**src/rtl/cache_fill_fsm_pkg.sv**
```systemverilog
// Shared definitions for the L1 miss fill engine: FSM states, block geometry
// and the nominal memory4c latency assumed by benches.
package cache_pkg;

    localparam int unsigned BLOCK_WORDS = 8;
    localparam int unsigned OFF_W       = $clog2(BLOCK_WORDS);
    localparam int unsigned CNT_W       = OFF_W + 1;
    localparam int unsigned MEM_LATENCY = 4;

    typedef enum logic [1:0] {
        IDLE  = 2'd0,
        FETCH = 2'd1,
        TAG   = 2'd2
    } fill_state_e;

endpackage

```
**src/rtl/cache_fill_fsm_fill_word_counter.sv**
```systemverilog
// Wrapping word-offset counter with a block-complete flag; one copy tracks
// issued reads, another tracks returned words.
module fill_word_counter #(
    parameter  int unsigned WORDS = cache_pkg::BLOCK_WORDS,
    localparam int unsigned OW    = $clog2(WORDS),
    localparam int unsigned CW    = OW + 1
) (
    input  logic          clk,
    input  logic          rst,
    input  logic          load,
    input  logic [OW-1:0] start_off,
    input  logic          en,
    output logic [OW-1:0] off,
    output logic          done
);

    logic [OW-1:0] off_q, off_d;
    logic [CW-1:0] cnt_q, cnt_d;

    // The offset wraps on its own; the wider count saturates at WORDS.
    assign done = (cnt_q == CW'(WORDS));
    assign off  = off_q;

    always_comb begin
        off_d = off_q;
        cnt_d = cnt_q;
        if (load) begin
            off_d = start_off;
            cnt_d = '0;
        end else if (en && !done) begin
            off_d = off_q + OW'(1);
            cnt_d = cnt_q + CW'(1);
        end
    end

    always_ff @(posedge clk or posedge rst) begin
        if (rst) begin
            off_q <= '0;
            cnt_q <= '0;
        end else begin
            off_q <= off_d;
            cnt_q <= cnt_d;
        end
    end

endmodule

```
**src/rtl/cache_fill_fsm.sv**
```systemverilog
// Cache miss fill engine: streams a block of reads to memory4c, steers returned
// words into the data array, then pulses the tag write. Critical-word-first
// ordering is enabled by defining CACHE_CRITICAL_WORD_FIRST_EN.
module cache_fill_fsm #(
    parameter  int unsigned BLOCK_WORDS = 8,
    parameter  int unsigned ADDR_W      = 16,
    localparam int unsigned OW          = $clog2(BLOCK_WORDS)
) (
    input  logic              clk,
    input  logic              rst,
    input  logic              miss_detected,
    input  logic [ADDR_W-1:0] miss_address,
    input  logic              memory_data_valid,
    output logic              fsm_busy,
    output logic              memory_enable,
    output logic [ADDR_W-1:0] memory_address,
    output logic              write_data_array,
    output logic [OW-1:0]     fill_word,
    output logic              write_tag_array
);

    import cache_pkg::*;

    localparam int unsigned BW = ADDR_W - OW - 1;

    fill_state_e   state_q, state_d;
    logic [BW-1:0] base_q, base_d;
    logic [OW-1:0] start_q, start_d;
    logic [OW-1:0] miss_off;
    logic [OW-1:0] issue_off, recv_off;
    logic          issue_done, recv_done;
    logic          load;
    logic          unused_addr_bits;

`ifdef CACHE_CRITICAL_WORD_FIRST_EN
    assign miss_off         = miss_address[OW:1];
    assign unused_addr_bits = miss_address[0];
`else
    assign miss_off         = '0;
    assign unused_addr_bits = ^miss_address[OW:0];
`endif

    fill_word_counter #(.WORDS(BLOCK_WORDS)) u_issue_ctr (
        .clk       (clk),
        .rst       (rst),
        .load      (load),
        .start_off (miss_off),
        .en        (memory_enable),
        .off       (issue_off),
        .done      (issue_done)
    );

    fill_word_counter #(.WORDS(BLOCK_WORDS)) u_recv_ctr (
        .clk       (clk),
        .rst       (rst),
        .load      (load),
        .start_off (miss_off),
        .en        (write_data_array),
        .off       (recv_off),
        .done      (recv_done)
    );

    assign fsm_busy = (state_q != IDLE);

    always_comb begin
        state_d          = state_q;
        base_d           = base_q;
        start_d          = start_q;
        load             = 1'b0;
        memory_enable    = 1'b0;
        memory_address   = '0;
        write_data_array = 1'b0;
        fill_word        = '0;
        write_tag_array  = 1'b0;
        unique case (state_q)
            IDLE: begin
                if (miss_detected) begin
                    load    = 1'b1;
                    base_d  = miss_address[ADDR_W-1:OW+1];
                    start_d = miss_off;
                    state_d = FETCH;
                end
            end
            FETCH: begin
                if (!issue_done) begin
                    memory_enable  = 1'b1;
                    memory_address = {base_q, issue_off, 1'b0};
                end
                if (memory_data_valid && !recv_done) begin
                    write_data_array = 1'b1;
                    fill_word        = recv_off;
                    // Offsets are unique within a fill, so start-1 marks the last word.
                    if (recv_off == start_q - OW'(1)) begin
                        state_d = TAG;
                    end
                end
            end
            TAG: begin
                write_tag_array = 1'b1;
                state_d         = IDLE;
            end
            default: state_d = IDLE;
        endcase
    end

    always_ff @(posedge clk or posedge rst) begin
        if (rst) begin
            state_q <= IDLE;
            base_q  <= '0;
            start_q <= '0;
        end else begin
            state_q <= state_d;
            base_q  <= base_d;
            start_q <= start_d;
        end
    end

endmodule

```
**config.mk**
```make
export PLATFORM = sky130hd
export DESIGN_NAME = cache_fill_fsm
export DESIGN_NICKNAME = d
export VERILOG_FILES = /design/src/rtl/cache_fill_fsm_pkg.sv /design/src/rtl/cache_fill_fsm_fill_word_counter.sv /design/src/rtl/cache_fill_fsm.sv
export SDC_FILE = /design/constraint.sdc
export NUM_CORES = 1
export LEC_CHECK = 0
export BUFFER_PORTS_ARGS = -buffer_cell sky130_fd_sc_hd__buf_2
export CORE_UTILIZATION = 50
export DETAILED_ROUTE_END_ITERATION = 10
export HOLD_SLACK_MARGIN = 0.06
export PLACE_DENSITY = 0.9
export SLEW_MARGIN = 0
export SYNTH_ARGS = -nofsm -noshare
export SYNTH_HDL_FRONTEND = slang
export SYNTH_SLANG_ARGS = --single-unit
```
**constraint.sdc**
```tcl
create_clock -name clk -period 1.8 [get_ports clk]
set_clock_uncertainty 0.15 [all_clocks]
set_input_delay 0 -clock clk [delete_from_list [all_inputs] [get_ports clk]]
set_output_delay 0 -clock clk [all_outputs]
set_load 0.1 [all_outputs]
```
# Yosys cells after proc, flatten, opt, wreduce, memory -nomap -nowiden
# Index checks and enable logic that the tools add are counted.
[classes] muxes=23 reduce_logical=11 eq_ne=8 n_addsub=4
[ops] cell="16-bit two-way mux" n=2
[ops] cell="3-bit two-way mux" n=6
[ops] cell="4-bit two-way mux" n=4
[ops] cell="4-bit by 1-bit adder with 4-bit output, second input constant" n=2
[ops] cell="4-bit == test, second input constant" n=2
[ops] cell="1-bit two-way mux" n=7
[ops] cell="3-bit by 1-bit adder with 3-bit output, second input constant" n=2
[ops] cell="2-bit two-way mux" n=3
[ops] cell="2-bit != test, second input constant" n=3
[ops] cell="2-bit nonzero test" n=3
[ops] cell="2-bit one-hot mux with 2 select lines" n=1
[ops] cell="3-bit == test, second input constant" n=1
[ops] cell="1-bit logical AND" n=3
[ops] cell="3-bit AND reduction" n=1
[ops] cell="2-bit by 1-bit == test with 1-bit output, second input constant" n=1
[ops] cell="2-bit == test, second input constant" n=1
[ops] cell="1-bit zero test" n=2
[ops] cell="2-bit zero test" n=1
[ops] cell="2-bit AND reduction" n=1
[word_totals] ff_bits=28 wordCells=52 output_inout_bits=23 in_bits=20

# Longest topological paths before layout
# Gate-level depths: netlist of the first run.
[depth] depth_word=8 mapped_depth=6 mapped_depth_nobuf=5

# By module
# From an unflattened synthesis of the first run, not the netlist that was laid out.
[unflattened] cells_unflattened=151 hier_area_um2=1627.8
[modules_own_cells] module="fill_word_counter" instances=2 seq_area_each_um2=175.2 cells_each=46 area_per_inst_um2=447.9
[modules_own_cells] module="cache_fill_fsm" instances=1 seq_area_each_um2=350.3 cells_each=59 area_per_inst_um2=732.0

# Least setup slack after synthesis of the first run
# OpenSTA, ideal clock, no wires.
[synth_path] kind="reg2reg" start="reg u_issue_ctr.cnt_q[0]" end="reg u_issue_ctr.cnt_q[0]" path_buffers=1 setup_time_ps=180 arrival_ps=1946 period_less_slack_ps=2276 path_stages_with_launch=7 setup_slack_ps=-476 t_required_ps=1470 cell_sequence="dfrtp_1 inv_1 ha_1 nand3b_1 and2_1 clkbuf_1 o21ai_0"
[synth_between] elab_chain_len=5 word_cells_on_any_way=9 cone_classes="1 x add/sub; 1 x eq/ne; 4 x mux; 3 x reduce/logical"
[synth_rtl] item="start: declaration" line="cache_fill_fsm_fill_word_counter.sv:18" source="logic [CW-1:0] cnt_q, cnt_d;"
[synth_rtl] item="start signal: assignment" line="cache_fill_fsm_fill_word_counter.sv:42" source="cnt_q <= cnt_d;"
[synth_rtl] item="4-bit == test" line="cache_fill_fsm_fill_word_counter.sv:21" source="assign done = (cnt_q == CW'(WORDS));"
[synth_rtl] item="1-bit two-way mux" line="cache_fill_fsm.sv:85" source="if (!issue_done) begin"
[synth_rtl] item="1-bit two-way mux" line="cache_fill_fsm.sv:75" source="unique case (state_q)"
[synth_rtl] item="net memory_enable" line="cache_fill_fsm.sv:15" source="output logic memory_enable,"
[synth_rtl] item="1-bit logical AND" line="cache_fill_fsm_fill_word_counter.sv:30" source="end else if (en && !done) begin"
[synth_rtl] item="2-bit nonzero test (no line)"
# The timed path passes the listed nets, and every way through them passes these cells. The select of a mux whose other input is x is not followed.
# A chain may end at the register's enable or synchronous reset.

# Worst setup path after layout of the first run
[layout_path] start="reg u_issue_ctr.cnt_q[0]" end="out memory_address[13]"
[layout_between] elab_chain_len=3
[layout_rtl] item="4-bit == test" line="cache_fill_fsm_fill_word_counter.sv:21"
[layout_rtl] item="16-bit two-way mux" line="cache_fill_fsm.sv:85"
[layout_rtl] item="16-bit two-way mux" line="cache_fill_fsm.sv:75"
[layout_rtl] item="end: declaration" line="cache_fill_fsm.sv:16" source="output logic [ADDR_W-1:0] memory_address,"
# No other way between the ends.

==> results of run 1 <==
## worst reg2reg max path: cells and delay by family, from the launching register on
family	cells	cell delay [ns]
muxes	1	0.22
adders and majority gates	1	0.14
DFF	1	0.44
and+or+nand+nor	2	0.44
buffers and inverters	3	0.46
## per-layer routing
layer | track usage [%] | share of wire (%) | routed length, microns | up-vias
met2 | 55.8 | 54 | 2730 | 77
li1 | - | - | - | 611
met4 | 17.1 | 2.6 | 131 | 0
met1 | 34.5 | 37 | 1850 | 679
met3 | 4.88 | 6.6 | 334 | 17
met5 | 0 | 0 | 0 | -
## registers in the layout, summed over array words and instances, names as in the netlist
| signal | count |
|---|---|
| base_q | 12 |
| u_issue_ctr.cnt_q | 4 |
| u_recv_ctr.cnt_q | 4 |
| u_issue_ctr.off | 3 |
| u_recv_ctr.off | 3 |
| state_q | 2 |
## cells in the final DEF (no fill, tap or decap), types with 3 or more instances in the layout
cell type	instances
mux2_4	5
buf_6	7
buf_12	21
nand3_1	4
inv_2	3
dfrtp_1	28
mux2_2	7
buf_4	23
and3_4	19
nand3_2	3
nand2_1	14
ha_1	5
mux2i_1	8
dlygate4sd3_1	14
o21ai_0	5
buf_2	18
clkbuf_4	3
## worst paths after layout
path	slack, ns	depth (start not counted)	from	endpoint
max	-0.21	6	u_issue_ctr.cnt_q[0]$_DFFE_PP0P_	memory_address[13]
min	0.1	4	rst	base_q[10]$_DFFE_PP0P_
max reg2reg	-0.12	7	u_issue_ctr.cnt_q[0]$_DFFE_PP0P_	u_issue_ctr.cnt_q[2]$_DFFE_PP0P_
min reg2reg	0.34	1	u_issue_ctr.off[2]$_DFFE_PP0P_	u_issue_ctr.off[2]$_DFFE_PP0P_
max in group asynchronous	1.12	4	rst	u_recv_ctr.cnt_q[0]$_DFFE_PP0P_
min in group clk	0.14	4	miss_detected	base_q[9]$_DFFE_PP0P_
## final cells by class
type,count,area [sq um]
Sequential cell,28,701
Inverter,5,18.8
Clock inverter,1,30.0
Multi-Input combinational cell,90,818
Clock buffer,3,22.5
Timing Repair Buffer,83,902
Fill cell,93,226
Tap cell,31,38.8
## metrics by stage
| step | setup WS (ns) | hold WS, ns | util (%) | std cells |
|---|---|---|---|---|
| 3_5_place_dp | 0.0557 | -0.0725 | 72.5 | 198 |
| 4_1_cts | -0.0615 | 0.100 | 87.7 | 235 |
| 5_1_grt | -0.284 | 0.137 | 91.8 | 241 |
| 3_3_place_gp | 0.184 | -0.0788 | 72.5 | 198 |
| 6_report | -0.209 | 0.0992 | 91.8 | 241 |
| 2_1_floorplan | 0.0386 | -0.0846 | - | 134 |
## cells by family after synthesis
kind of cell	share of synthesized area [%]
adder cells (fa/ha/maj)	6.01
AO/OA/AOI/OAI	2.40
AND/OR/NAND/NOR	21.3
multiplexers	16.1
other	0.257
flip-flops	48.1
buffers and inverters	5.92
## what timing repair did
item | CTS | global route
hold endpoints to repair | 42 | 0
setup endpoints to repair | 20 | 26
pin swaps | 10 | 5
gates resized for setup | 28 | 17
gates cloned | 2 | 0
hold buffers | 14 | 0
buffers inserted | 17 | 12
==> summary.md, run 1 <==
| Metric | Value |
|---|---|
| Crit path max fanout | 6 |
| Yosys warnings | 0 |
| Num Clock Sinks | 28 |
| Cell family with most CP delay | buffers and inverters |
| Die Height | 56.0 microns |
| Tmin final | 2.01 ns |
| Setup Viol. Count Final | 23 |
| Std-Cell Core Area | 2760 sq um |
| Clk buf depth | 2 |
| Setup TNS | -3.21 ns |
| Die width | 56.0 microns |
| Synth area leaders | dfrtp_1 48%, and3_1 9.0%, ha_1 6.0% |
| P&R area growth vs syn | 73.6% |
| Mapped Nets | 161 |
| Post-synth top cells | 28 x dfrtp_1, 21 x and3_1, 14 x nand2_1, 8 x mux2i_1 |
| # port buffers | 37 |
| Cell chosen for the clock root | clkbuf_4 |
| Post-DRT Antenna Nets | 0 |
| Setup WS post-layout | -0.209 ns |
| Synth unique cells | 26 |
| Sequential fraction of the synthesis area | 48.1% |
| Num CTS Buffers | 3 |
| Number of global-route vias before repair | 1,504 |
| Post-placement cell area | 2000 sq um |
| Worst min path class | primary input to asynchronous set/reset pin |
| Number of flops mapped to enable cells by yosys | 0 |
| Final hold vios | 0 |
| Crit path DAT | 1.86 ns |
| Yosys reg bits | 28 |
| Routed wire per std cell | 20.9 microns |
| HPWL after DPL | 2340 microns |
| Final Cycle Share | 112% |
| Clock Latency Late Sink | 0.35 ns |
| Number of remaining DRC errors | 0 |
| Area share of the largest cell type after synthesis | 48.1% |
| Setup CP Type | flip-flop to output port |
| Cell Chain, Critical Path | inv_2, ha_4, nand3b_1, buf_6, and3_4, buf_12 |
| Initial antenna violation count | 0 |
| Outcome | finished, violations left |
| Slowest-stage cell, CP | dfrtp_1 |
| Final Max Slew Viols | 0 |
| Global Route Usage Sum | 30.9% |
| Synth area leader | dfrtp_1 |
| Ys flop type | dfrtp_1 |
| Buffers & Inverters on Critical Path | 3 |
| Vias per cell | 5.74 |
| Via count | 1,384 |
| Failing checks | negative setup slack |
| Gpl congestion | 0.752 |
| Layout cells sized above 1 | 56.2% |
| Max_cap viols | 0 |
| Fin nets | 238 |
| CTS H-tree lvls | 1 |
| Synth async-reset ratio | 100% |
| Drt initial violations | 65 |
| Number of core rows | 19 |
| Antenna diodes | 0 |
| Initial Utilization | 52.9% |
| Largest net degree at the start of global routing | 29 |
| Req. time, crit path | 1.65 ns |
| Mean Syn Cell Area | 10.9 sq um |
| Top Ports | 43 |
| CP max stage delay | 0.44 ns |
| Most common cell in the netlist | dfrtp_1 |
| Crit path capture type | output port |
| CTS tree | built |
| Die Area | 3140 sq um |
| Final wirelength | 5040 microns |
| Drt first pass iters | 4 |
| Synthesized cell area | 1460 sq um |
| First-pass GRT wire length | 7210 microns |
| Unrepaired setup endpoints after global routing | yes |
| Post-Syn Instances | 134 |
| Type of element launching the critical path | flip-flop |
| Clock transition at path regs | 0.18 ns |
| Grt total ovfl | 0 |
| Final Cell Area | 2530 sq um |
| Fmax | 498 MHz |
Power of run 1 is left out: the tool's default activity adds up to more than one toggle a clock period on the data nets, which glitch-free logic cannot reach.
==> inputs of run 2 (changes only) <==
--- a/config.mk
+++ b/config.mk
@@ -9,6 +9,7 @@
 export CORE_UTILIZATION = 50
 export DETAILED_ROUTE_END_ITERATION = 10
 export HOLD_SLACK_MARGIN = 0.06
+export MAX_ROUTING_LAYER = met4
 export PLACE_DENSITY = 0.9
 export SLEW_MARGIN = 0
 export SYNTH_ARGS = -nofsm -noshare
==> summary.md, run 2 (same netlist as run 1, synthesis figures left out) <==
| Metric | Value |
|---|---|
| First-pass GRT wire length | 7190 microns |
| Setup WS post-layout | -0.209 ns |
| Post-placement cell area | 2000 sq um |
| Commonest cells after routing, fill and taps aside | 28 x dfrtp_1, 23 x buf_4, 21 x buf_12 |
| Type of element launching the critical path | flip-flop |
| CTS H-tree lvls | 1 |
| Grt total ovfl | 0 |
| Clk buf depth | 2 |
| HPWL after DPL | 2340 microns |
| Routed wire per std cell | 21.1 microns |
| Die Area | 3140 sq um |
| Top Ports | 43 |
| Setup CP Type | flip-flop to output port |
| Multi-input logic area | 818 sq um |
| Number of core rows | 19 |
| CTS tree | built |
| Final wirelength | 5090 microns |
| Biggest regs | base_q x12, u_issue_ctr.cnt_q x4, u_recv_ctr.cnt_q x4 |
| Final Cycle Share | 112% |
| Req. time, crit path | 1.65 ns |
| Worst min path class | primary input to asynchronous set/reset pin |
| Tmin final | 2.01 ns |
| Die Height | 56.0 microns |
| Clock Latency Late Sink | 0.35 ns |
| Final Max Slew Viols | 0 |
| Gpl congestion | 0.762 |
| Reg with most FFs | base_q |
| Cell chosen for the clock root | clkbuf_4 |
| Number of remaining DRC errors | 0 |
| Final core utilization | 91.8% |
| Max_cap viols | 0 |
| Crit path DAT | 1.86 ns |
| # port buffers | 37 |
| Crit path max fanout | 6 |
| Initial Utilization | 52.9% |
| Unrepaired setup endpoints after global routing | yes |
| Fmax | 498 MHz |
| Num Clock Sinks | 28 |
| Clock transition at path regs | 0.17 ns |
| Number of global-route vias before repair | 1,508 |
| Setup Viol. Count Final | 23 |
| Global Route Usage Sum | 31.7% |
| Std-Cell Core Area | 2760 sq um |
| Vias per cell | 5.83 |
| Die width | 56.0 microns |
| Num CTS Buffers | 3 |
| Failing checks | negative setup slack |
| Crit path capture type | output port |
| Post-DRT Antenna Nets | 0 |
| Drt first pass iters | 4 |
| P&R area growth vs syn | 73.6% |
| Drt initial violations | 74 |
| Outcome | finished, violations left |
| Antenna diodes | 0 |
| Layout cells sized above 1 | 56.2% |
| Initial antenna violation count | 0 |
| Final hold vios | 0 |
| Via count | 1,405 |
| Most common cell after layout, fill and taps aside | dfrtp_1 |
| Max reg flops | 12 |
| Fillcell total | 93 |
| Fin nets | 238 |
| Largest net degree at the start of global routing | 29 |
| Register area | 701 sq um |
| Final Cell Area | 2530 sq um |
run 2: cell counts in the layout (fill, tap and decap cells not counted):
No cell type changed its count.
run 2: worst paths after layout:
kind / slack [ns] / to / startpoint / cells after the start
setup / recovery: -0.21 / memory_address[13] / u_issue_ctr.cnt_q[0]$_DFFE_PP0P_ / 6
hold / removal: 0.10 / u_issue_ctr.cnt_q[0]$_DFFE_PP0P_ / rst / 4
setup reg to reg: -0.13 / u_issue_ctr.cnt_q[2]$_DFFE_PP0P_ / u_issue_ctr.cnt_q[0]$_DFFE_PP0P_ / 7
hold reg to reg: 0.35 / u_issue_ctr.off[2]$_DFFE_PP0P_ / u_issue_ctr.off[2]$_DFFE_PP0P_ / 1
max in group asynchronous: 1.11 / u_recv_ctr.cnt_q[0]$_DFFE_PP0P_ / rst / 4
min in group clk: 0.15 / base_q[9]$_DFFE_PP0P_ / miss_detected / 4
run 2: what timing repair did:
item	CTS	global route
hold buffers	14	0
setup buffers	17	12
gates resized for setup	28	17
pin swaps	10	5
gates cloned	2	0
endpoints found under the hold margin	42	0
endpoints found under the setup margin	20	26
run 2: metal layers:
layer	routed length (microns)	GRT usage (%)	vias to the layer above
li1	-	-	614
met1	1930	34.4	685
met2	2730	56.1	88
met3	281	3.95	18
met4	154	17.1	0
met5	0	-	-
run 2: area by class of cell:
class                   count  share of cell area, %
clock buffers               3                  0.890
clock inverters             1                   1.19
inverters                   5                  0.741
multi-input cells          90                   32.3
flip-flops and latches     28                   27.7
well taps                  31                   1.53
repair buffers             83                   35.6
run 2: metrics by stage:
| stage | std cells | TNS (ns) | hold WS (ns) | setup WS, ns |
|---|---|---|---|---|
| 6_report | 241 | -3.21 | 0.104 | -0.209 |
| 3_3_place_gp | 198 | 0 | -0.0788 | 0.184 |
| 2_1_floorplan | 134 | 0 | -0.0846 | 0.0386 |
| 5_1_grt | 241 | -4.60 | 0.138 | -0.284 |
| 3_5_place_dp | 198 | 0 | -0.0725 | 0.0557 |
| 4_1_cts | 235 | -0.670 | 0.100 | -0.0615 |
run 2: worst max-delay path: stages, from the launching register on:
cell and delay, ns:
dfrtp_1 0.44, inv_2 0.11, ha_4 0.14, nand3b_1 0.24, buf_6 0.23, and3_4 0.19
buf_12 0.16
Power of run 2 is left out for the same reason.
